==> config.mk <==
export PLATFORM = sky130hd
export DESIGN_NAME = uart_rx_ctrl
export DESIGN_NICKNAME = d
export VERILOG_FILES = /design/src/rtl/uart_pkg.sv /design/src/rtl/sync_fifo.sv /design/src/rtl/uart_rx_ctrl.sv
export SDC_FILE = /design/constraint.sdc
export NUM_CORES = 1
export LEC_CHECK = 0
export ABC_AREA = 1
export BUFFER_PORTS_ARGS = -buffer_cell sky130_fd_sc_hd__buf_2
export CAP_MARGIN = 20
export CORE_ASPECT_RATIO = 1.1
export CORE_UTILIZATION = 45
export CTS_CLUSTER_DIAMETER = 80
export DETAILED_ROUTE_END_ITERATION = 8
export GPL_TIMING_DRIVEN = 0
export SYNTH_ARGS = -nofsm -noshare
export SYNTH_HDL_FRONTEND = slang
export SYNTH_SLANG_ARGS = --single-unit
==> constraint.sdc <==
create_clock -name i_clk -period 4.35 [get_ports i_clk]
set_clock_uncertainty 0.1 [all_clocks]
set_input_delay 0.87 -clock i_clk [delete_from_list [all_inputs] [get_ports i_clk]]
set_output_delay 0.87 -clock i_clk [all_outputs]
set_load 0.01 [all_outputs]
==> src/rtl/uart_pkg.sv <==
// Shared definitions for the uart_rx bus controller: CPU register map,
// status/control bit positions, uart_rx slave addresses and FSM states.
package uart_pkg;

  localparam logic [1:0] REG_DATA = 2'd0;
  localparam logic [1:0] REG_STAT = 2'd1;
  localparam logic [1:0] REG_CTRL = 2'd2;

  localparam int STAT_OVR   = 7;
  localparam int STAT_FULL  = 6;
  localparam int STAT_EMPTY = 5;

  localparam int CTRL_EN = 0;
  localparam int CTRL_IE = 1;

  localparam logic U_DATA = 1'b0;
  localparam logic U_STAT = 1'b1;

  // uart_rx status word: byte ready and receiver-side overrun
  localparam int U_STAT_RDY = 0;
  localparam int U_STAT_OVR = 1;

  typedef enum logic [1:0] {
    IDLE = 2'd0,
    POLL = 2'd1,
    READ = 2'd2,
    PUSH = 2'd3
  } state_t;

endpackage

==> src/rtl/sync_fifo.sv <==
// Single-clock FIFO with occupancy count; a push while full is accepted
// only when a pop happens in the same cycle.
module sync_fifo #(
  parameter int WIDTH = 8,
  parameter int DEPTH = 16,
  parameter int AW    = 4
) (
  input  logic             i_clk,
  input  logic             i_reset_n,
  input  logic             push,
  input  logic             pop,
  input  logic [WIDTH-1:0] wr_data,
  output logic [WIDTH-1:0] rd_data,
  output logic             full,
  output logic             empty,
  output logic [AW:0]      count
);

  logic [WIDTH-1:0] mem [DEPTH];
  logic [AW-1:0]    wr_ptr;
  logic [AW-1:0]    rd_ptr;
  logic             do_push;
  logic             do_pop;

  assign full    = (count == (AW+1)'(DEPTH));
  assign empty   = (count == '0);
  assign do_push = push & (~full | pop);
  assign do_pop  = pop & ~empty;
  assign rd_data = mem[rd_ptr];

  always_ff @(posedge i_clk or negedge i_reset_n) begin
    if (!i_reset_n) begin
      wr_ptr <= '0;
      rd_ptr <= '0;
      count  <= '0;
    end else begin
      if (do_push) wr_ptr <= wr_ptr + AW'(1);
      if (do_pop)  rd_ptr <= rd_ptr + AW'(1);
      case ({do_push, do_pop})
        2'b10:   count <= count + (AW+1)'(1);
        2'b01:   count <= count - (AW+1)'(1);
        default: count <= count;
      endcase
    end
  end

  // Storage carries no reset; occupancy alone defines validity
  always_ff @(posedge i_clk) begin
    if (do_push) mem[wr_ptr] <= wr_data;
  end

endmodule

==> src/rtl/uart_rx_ctrl.sv <==
// Bus-side controller for uart_rx: polls its status, reads received bytes
// into a FIFO and exposes FIFO/status/control registers to the CPU.
module uart_rx_ctrl
  import uart_pkg::*;
#(
  parameter int DEPTH    = 16,
  parameter int AW       = 4,
  parameter int POLL_DIV = 32
) (
  input  logic       i_clk,
  input  logic       i_reset_n,
  input  logic       i_cyc,
  input  logic       i_we,
  input  logic [1:0] i_addr,
  input  logic [7:0] i_dat,
  output logic [7:0] o_dat,
  output logic       o_int,
  output logic       o_u_cyc,
  output logic       o_u_addr,
  output logic       o_u_we,
  input  logic [7:0] i_u_dat,
  input  logic       i_u_int
);

  localparam int CW = $clog2(POLL_DIV);

  state_t        state, state_nx;
  logic [CW-1:0] poll_cnt;
  logic          pend;
  logic          ovr;
  logic [7:0]    ctrl;
  logic [7:0]    hold;
  logic          int_q;
  logic          poll_go;
  logic          ovr_set;
  logic          ovr_clr;
  logic          push;
  logic          pop;
  logic          full;
  logic          empty;
  logic [AW:0]   count;
  logic [4:0]    cnt5;
  logic [7:0]    head;

  assign pop     = i_cyc & ~i_we & (i_addr == REG_DATA) & ~empty;
  assign ovr_clr = i_cyc & i_we & (i_addr == REG_STAT) & i_dat[STAT_OVR];
  assign cnt5    = 5'(count);
  assign o_u_we  = 1'b0;
  assign o_int   = int_q;

  sync_fifo #(.WIDTH(8), .DEPTH(DEPTH), .AW(AW)) u_fifo (
    .i_clk     (i_clk),
    .i_reset_n (i_reset_n),
    .push      (push),
    .pop       (pop),
    .wr_data   (hold),
    .rd_data   (head),
    .full      (full),
    .empty     (empty),
    .count     (count)
  );

  always_comb begin
    state_nx = state;
    o_u_cyc  = 1'b0;
    o_u_addr = U_DATA;
    poll_go  = 1'b0;
    ovr_set  = 1'b0;
    push     = 1'b0;
    case (state)
      IDLE: begin
        poll_go = ctrl[CTRL_EN] &
                  ((poll_cnt == CW'(POLL_DIV-1)) | i_u_int | pend);
        if (poll_go) state_nx = POLL;
      end
      POLL: begin
        o_u_cyc  = 1'b1;
        o_u_addr = U_STAT;
        ovr_set  = i_u_dat[U_STAT_OVR];
        state_nx = i_u_dat[U_STAT_RDY] ? READ : IDLE;
      end
      READ: begin
        o_u_cyc  = 1'b1;
        state_nx = PUSH;
      end
      PUSH: begin
        // A same-cycle CPU pop frees the slot, so a full FIFO still accepts
        push     = ~full | pop;
        ovr_set  = full & ~pop;
        state_nx = IDLE;
      end
      default: state_nx = IDLE;
    endcase
  end

  always_ff @(posedge i_clk or negedge i_reset_n) begin
    if (!i_reset_n) begin
      state    <= IDLE;
      poll_cnt <= '0;
      pend     <= 1'b0;
      ovr      <= 1'b0;
      ctrl     <= 8'h00;
      int_q    <= 1'b0;
    end else begin
      state <= state_nx;
      if (poll_go)
        poll_cnt <= '0;
      else if (state == IDLE && ctrl[CTRL_EN])
        poll_cnt <= poll_cnt + CW'(1);
      if (poll_go)
        pend <= 1'b0;
      else if (state != IDLE && i_u_int)
        pend <= 1'b1;
      if (ovr_set)
        ovr <= 1'b1;
      else if (ovr_clr)
        ovr <= 1'b0;
      if (i_cyc && i_we && i_addr == REG_CTRL)
        ctrl <= i_dat;
      int_q <= ctrl[CTRL_IE] & ((cnt5 > {1'b0, ctrl[7:4]}) | ovr);
    end
  end

  always_ff @(posedge i_clk) begin
    if (state == READ) hold <= i_u_dat;
  end

  always_comb begin
    o_dat = 8'h00;
    case (i_addr)
      REG_DATA: o_dat = empty ? 8'h00 : head;
      REG_STAT: o_dat = {ovr, full, empty, cnt5};
      REG_CTRL: o_dat = ctrl & 8'hF3;
      default:  o_dat = 8'h00;
    endcase
  end

endmodule

; ---- Word level (Yosys, flattened, before mapping)
; Memory sizes are Yosys's and may differ from the RTL's.
; Index checks and enable logic that the tools add are counted.
[word_totals]
regBits = 39
ramBits = 128
elab_cells = 78
n_memories = 1
[memory_table]
columns = memory, words, word_bits, rd, rd_clocked_by_memory_dff, write_ports, line_no
row1 = u_fifo.mem, 16, 8, 1, 0, 1, sync_fifo.sv:19  ; logic [WIDTH-1:0] mem [DEPTH];
[op_classes]
n_addsub = 5
magnitude_cmp = 1
eq_ne = 10
n_mux = 19
n_bitwise = 19
n_reduce_logical = 13
[op_table]
columns = operator, n
row1 = one-hot mux 8 bit (3 select lines), 1
row2 = bitwise AND 1 bit, 11
row3 = adder 5 x 1 -> 5 bit (second input constant), 2
row4 = equality test 5 bit (second input constant), 2
row5 = 2-to-1 mux 1 bit, 10
row6 = 2-to-1 mux 5 bit, 2
row7 = one-hot mux 5 bit (2 select lines), 1
row8 = nonzero test 2 bit, 5
row9 = adder 4 x 1 -> 4 bit (second input constant), 2
row10 = equality test 2 bit (second input constant), 4
row11 = 2-to-1 mux 8 bit, 1
row12 = one-hot mux 2 bit (4 select lines), 1
row13 = equality test 2 x 1 -> 1 bit (second input constant), 3
row14 = greater-than comparator 5 x 4 -> 1 bit, 1
row15 = logical NOT 5 bit, 1
row16 = subtractor 5 x 1 -> 5 bit (second input constant), 1
row17 = logical AND 1 bit, 4
row18 = logical NOT 2 bit, 2
row19 = 2-to-1 mux 2 bit, 2
row20 = inverter 1 bit, 4
row21 = OR 1 bit, 4
row22 = != test 2 bit (second input constant), 1
row23 = one-hot mux 1 bit (2 select lines), 1
row24 = OR reduction 2 bit, 1

; ---- Longest topological paths before layout
[logic_depth]
ltp_word = 9
mapped_depth = 16

; ---- Hierarchy
; A second synthesis with hierarchy kept.
[hier_totals]
hier_cells = 775
hier_area_um2 = 7744.9
[by_module_without_submodules]
columns = mod, n_inst, cells_per_inst, area_per_inst_um2
row1 = sync_fifo, 1, 631, 6421.2
row2 = uart_rx_ctrl, 1, 144, 1323.8

; ---- Least setup slack after synthesis
; Ideal clock, no wire load.
[synth_path]
kind = input-to-reg
from = input i_cyc
to = register u_fifo.count[4]
setup_time_ns = 0.117
arrival_ns = 2.457
required_time_ns = 4.133
setup_slack_ns = 1.676
cell_stages = 16
n_path_buf = 1
cell_sequence = inv_1 > nor2_1 > nand2_1 > nand2_2 > nand2_4 > buf_6 > ha_1 > inv_1 > fa_1 > inv_1 > nand2_1 > nand2_1 > a21oi_1 > xor2_1 > nand2_1 > nand2_1
[synth_between]
elab_chain_cells = 8
elab_cells_between_ends = 11
[synth_lines]
columns = item, line_no
row1 = "start, declared", uart_rx_ctrl.sv:12  ; input logic i_cyc,
row2 = bitwise AND 1 bit * (3 in a row), uart_rx_ctrl.sv:45  ; assign pop = i_cyc & ~i_we & (i_addr == REG_DATA) & ~empty;
row3 = OR 1 bit, "sync_fifo.sv:27, uart_rx_ctrl.sv:88"
row4 = 2-to-1 mux 1 bit, uart_rx_ctrl.sv:70  ; case (state)
row5 = bitwise AND 1 bit, sync_fifo.sv:27  ; assign do_push = push & (~full | pop);
row6 = equality test 2 x 1 -> 1 bit or equality test 2 bit (tied branches), sync_fifo.sv:39  ; case ({do_push, do_pop})
row7 = one-hot mux 5 bit (2 select lines) or nonzero test 2 bit (tied branches), n/a
row8 = "end signal, assigned", sync_fifo.sv:40  ; 2'b10: count <= count + (AW+1)'(1);
row9 = "end signal, assigned", sync_fifo.sv:41  ; 2'b01: count <= count - (AW+1)'(1);
row10 = "end signal, assigned", sync_fifo.sv:42  ; default: count <= count;
row11 = "end, declared", sync_fifo.sv:16  ; output logic [AW:0] count
; Every way passes the cells marked *; elsewhere a longest branch is shown, timed or not.
; A chain may end at the register's enable or synchronous reset.

; ---- Final worst setup path
[layout_path]
from = register u_fifo.rd_ptr[1]
to = output o_dat[5]
[layout_between]
elab_chain_cells = 3
[layout_lines]
columns = item, line_no
row1 = "start, declared", sync_fifo.sv:21  ; logic [AW-1:0] rd_ptr;
row2 = "start signal, assigned", sync_fifo.sv:38  ; if (do_pop) rd_ptr <= rd_ptr + AW'(1);
row3 = memory read (16 x 8 bit), n/a
row4 = 2-to-1 mux 8 bit, uart_rx_ctrl.sv:131  ; REG_DATA: o_dat = empty ? 8'h00 : head;
row5 = one-hot mux 8 bit (3 select lines), uart_rx_ctrl.sv:130  ; case (i_addr)
row6 = "end, declared", uart_rx_ctrl.sv:16  ; output logic [7:0] o_dat,
; Every way passes these cells.

==> impl_metrics.env <==
export IMPL_status="complete, no violations"
export IMPL_instances_no_fill=1048
export IMPL_tightest_slew_ns=0.865
export IMPL_synthMostInstantiatedCell="nand2_1"
export IMPL_syn_inst=770
export IMPL_multi_input_area_um2=2130
export IMPL_ys_top_cells_by_count="220 x nand2_1, 140 x inv_1, 136 x edfxtp_1"
export IMPL_syn_mean_instance_area_um2=9.93
export IMPL_gp_congestion=0.897
export IMPL_p_total_mw=5.26
export IMPL_clock_latency_ns=0.43
export IMPL_synth_net_count=814
export IMPL_synthTopCellsByArea="edfxtp_1 53%, nand2_1 11%, dfrtp_1 9.5%"
export IMPL_postRouteAntennaNets=0
export IMPL_r2r_setup_slack_ns=1.44
export IMPL_crit_type="flop to output pin"
export IMPL_cts_buffer_depth=2
export IMPL_arrival_ns=2.26
export IMPL_postLayoutCoreUtil_pct=52.5
export IMPL_grt_pass1_vias=5214
export IMPL_cts_tree="yes"
export IMPL_crit_buf_inv=3
export IMPL_powerDensity_nw_per_um2=607
export IMPL_period_share_pct=74.3
export IMPL_core_um2=16500
export IMPL_grt_max_degree=30
export IMPL_yosysWarnings=0
export IMPL_grt_use_total_pct=22.8
export IMPL_vias_per_cell=5.15
export IMPL_ys_types=32
export IMPL_path_clk_slew_ns=0.07
export IMPL_timing_final_crit_period_ns=3.23
export IMPL_dominantRegCellSynth="edfxtp_1"
export IMPL_drive_gt1_share_pct=12.1
export IMPL_start_util_pct=46.3
export IMPL_slowest_stage="clkbuf_1"
export IMPL_regArea_um2=4810
export IMPL_yosysSeqAreaShare_pct=62.9
export IMPL_grt_overflow=0
export IMPL_dp_cells=1013
export IMPL_slew_headroom_pct=42.1
export IMPL_postCtsSetupBuffers=0
export IMPL_numClockSinks=165
export IMPL_synth_edf_count=136
export IMPL_num_vias=5394
export IMPL_path_depth=9
export IMPL_drt_initial_drc_count=476
export IMPL_htreeDepth=4
export IMPL_synthesis_area_um2=7640
export IMPL_cts_hold_fix_buffers=0
export IMPL_crit_path_cell_trace="buf_2, clkbuf_1, nand2_1, nand3_1, nand3_1, nand2_1, nand2_1, nand2_1, buf_2"
export IMPL_cp_required_ns=3.38
export IMPL_portBuffers=31
export IMPL_crit_path_frequent_cell="nand2_1"
export IMPL_antenna_found_initial=0
export IMPL_crit_fanout=10
export IMPL_synth_top_area_share_pct=53.4
export IMPL_wl_per_cell_um=18.0
export IMPL_numCtsBuffers=17
export IMPL_reg2reg_from="u_fifo.count[1]"
export IMPL_cts_root_buf="clkbuf_16"
export IMPL_wl_um=18800
export IMPL_synth_largest_area_cell="edfxtp_1"
export IMPL_reg2reg_to="u_fifo.count[4]"
export IMPL_die_x_um=126
export IMPL_finalSetupTns_ns=0
export IMPL_setup_viol_count_final=0
export IMPL_maxCapViolations=0
export IMPL_final_nets=875
export IMPL_path_delay_family="buffers and inverters"
export IMPL_slew_viol_final=0
export IMPL_async_flop_share_pct=17.6
export IMPL_worst_slack_ns=1.12
export IMPL_max_freq_mhz=310
export IMPL_drc=0
export IMPL_fillCellCount=1460
export IMPL_hold_path_class="primary input to async pin"
export IMPL_row_count=49
export IMPL_rsz0062_at_grt="no"
export IMPL_p_leak_nw=3.92
export IMPL_die_y_um=139
export IMPL_startpoint_type="flop"
export IMPL_dp_slack_ns=1.22
export IMPL_num_io_pins=35
export IMPL_dp_hpwl_um=12900
export IMPL_grt_pass1_wl_um=28900
export IMPL_firstDrtPassIters=5
export IMPL_vdd_drop_max_mv=0.320
export IMPL_ys_ff_latch=165
export IMPL_cts_resized=0
export IMPL_die_area_um2=17500
export IMPL_critical_path_max_stage_delay_ns=0.50
export IMPL_antenna_cells=0
export IMPL_syn_to_final_growth_pct=13.4
export IMPL_worst_r2r_cell_count=16
export IMPL_hold_violations=0
export IMPL_cp_end_kind="output pin"
-- cell families (layout without fill, tap and decap cells) --
| group | after synthesis | in the layout | synth area share [%] |
|---|---|---|---|
| multiplexers | 2 | 2 | 0.295 |
| XOR/XNOR | 10 | 10 | 1.15 |
| adder cells (fa/ha/maj) | 21 | 21 | 3.54 |
| flip-flops | 165 | 165 | 62.9 |
| AO/OA/AOI/OAI | 32 | 32 | 2.39 |
| AND/OR/NAND/NOR | 369 | 369 | 20.4 |
| other | 1 | 1 | 0.0491 |
| buffers and inverters | 170 | 244 | 9.28 |
-- placed cells by master (no fill, tap or decap), types with 3 or more instances in the layout --
| cell type | count |
|---|---|
| nor2_1 | 23 |
| nor3_1 | 15 |
| o21ai_0 | 10 |
| buf_4 | 14 |
| clkinv_1 | 4 |
| clkbuf_1 | 4 |
| nand2_1 | 220 |
| xor2_1 | 8 |
| clkinvlp_4 | 4 |
| dfrtp_1 | 29 |
| o22ai_1 | 3 |
| a21oi_1 | 11 |
| edfxtp_1 | 136 |
| buf_2 | 49 |
| nand3_1 | 105 |
| inv_1 | 140 |
| ha_1 | 20 |
| clkinv_2 | 3 |
| clkbuf_16 | 17 |
-- worst reg2reg max path, delay by kind of cell (launching register included) --
kind | cells | cell delay [ns]
flops | 1 | 0.43
fa+ha+maj | 2 | 0.68
buf+inv | 4 | 0.49
simple gates | 8 | 0.89
xor+xnor | 1 | 0.14
compound gates | 1 | 0.07
-- report_power, final --
group	internal [mW]	total, mW	switching, mW	leakage, nW
Sequential	1.89	2.03	0.140	1.57
Clock	0.783	1.39	0.610	0.255
Combinational	0.579	1.84	1.26	2.10
-- routing by layer --
metal	GRT usage [%]	vias up	routed length, µm	share of wire, %
li1	-	2601	-	-
met1	29.3	2583	7980	42
met2	37.7	177	9280	49
met3	4.13	33	1000	5.3
met4	10.7	0	562	3.0
met5	0	-	0	0
-- per-stage QoR --
step           hold WS [ns]  cell area [µm²]
3_5_place_dp          0.387             8110
4_1_cts               0.385             8650
3_3_place_gp          0.375             8050
5_1_grt               0.427             8670
2_1_floorplan         0.353             7640
6_report              0.376             8670
-- worst max path at each step --
stage | start | endpoint | slack (ns)
final | u_fifo.rd_ptr[1] | o_dat[5] | 1.12
after global routing | u_fifo.rd_ptr[1] | o_dat[3] | 1.00
after CTS | u_fifo.rd_ptr[1] | o_dat[5] | 1.04
after detailed placement | i_addr[1] | u_fifo.mem[2][4] | 1.22
after global placement | i_addr[1] | u_fifo.mem[12][0] | 0.98
after floorplan | i_cyc | u_fifo.count[4] | 1.68
-- cell type report --
class,instances,share of cell area [%]
timing repair buffer,42,2.54
multi-input combinational,435,24.6
buffer,27,1.99
tap,204,2.95
inverter,143,6.19
clock inverter,13,1.26
sequential,165,55.5
clock buffer,19,5.00
-- flip-flops by register name, summed over array words and instances, names as in the netlist, named ones only --
signal,count
ctrl,6
hold,8
o_int,1
ovr,1
pend,1
poll_cnt,5
state,1
u_fifo.count,5
u_fifo.mem,128
u_fifo.rd_ptr,4
u_fifo.wr_ptr,4
Note: power is estimated with default switching activity, not from simulation.
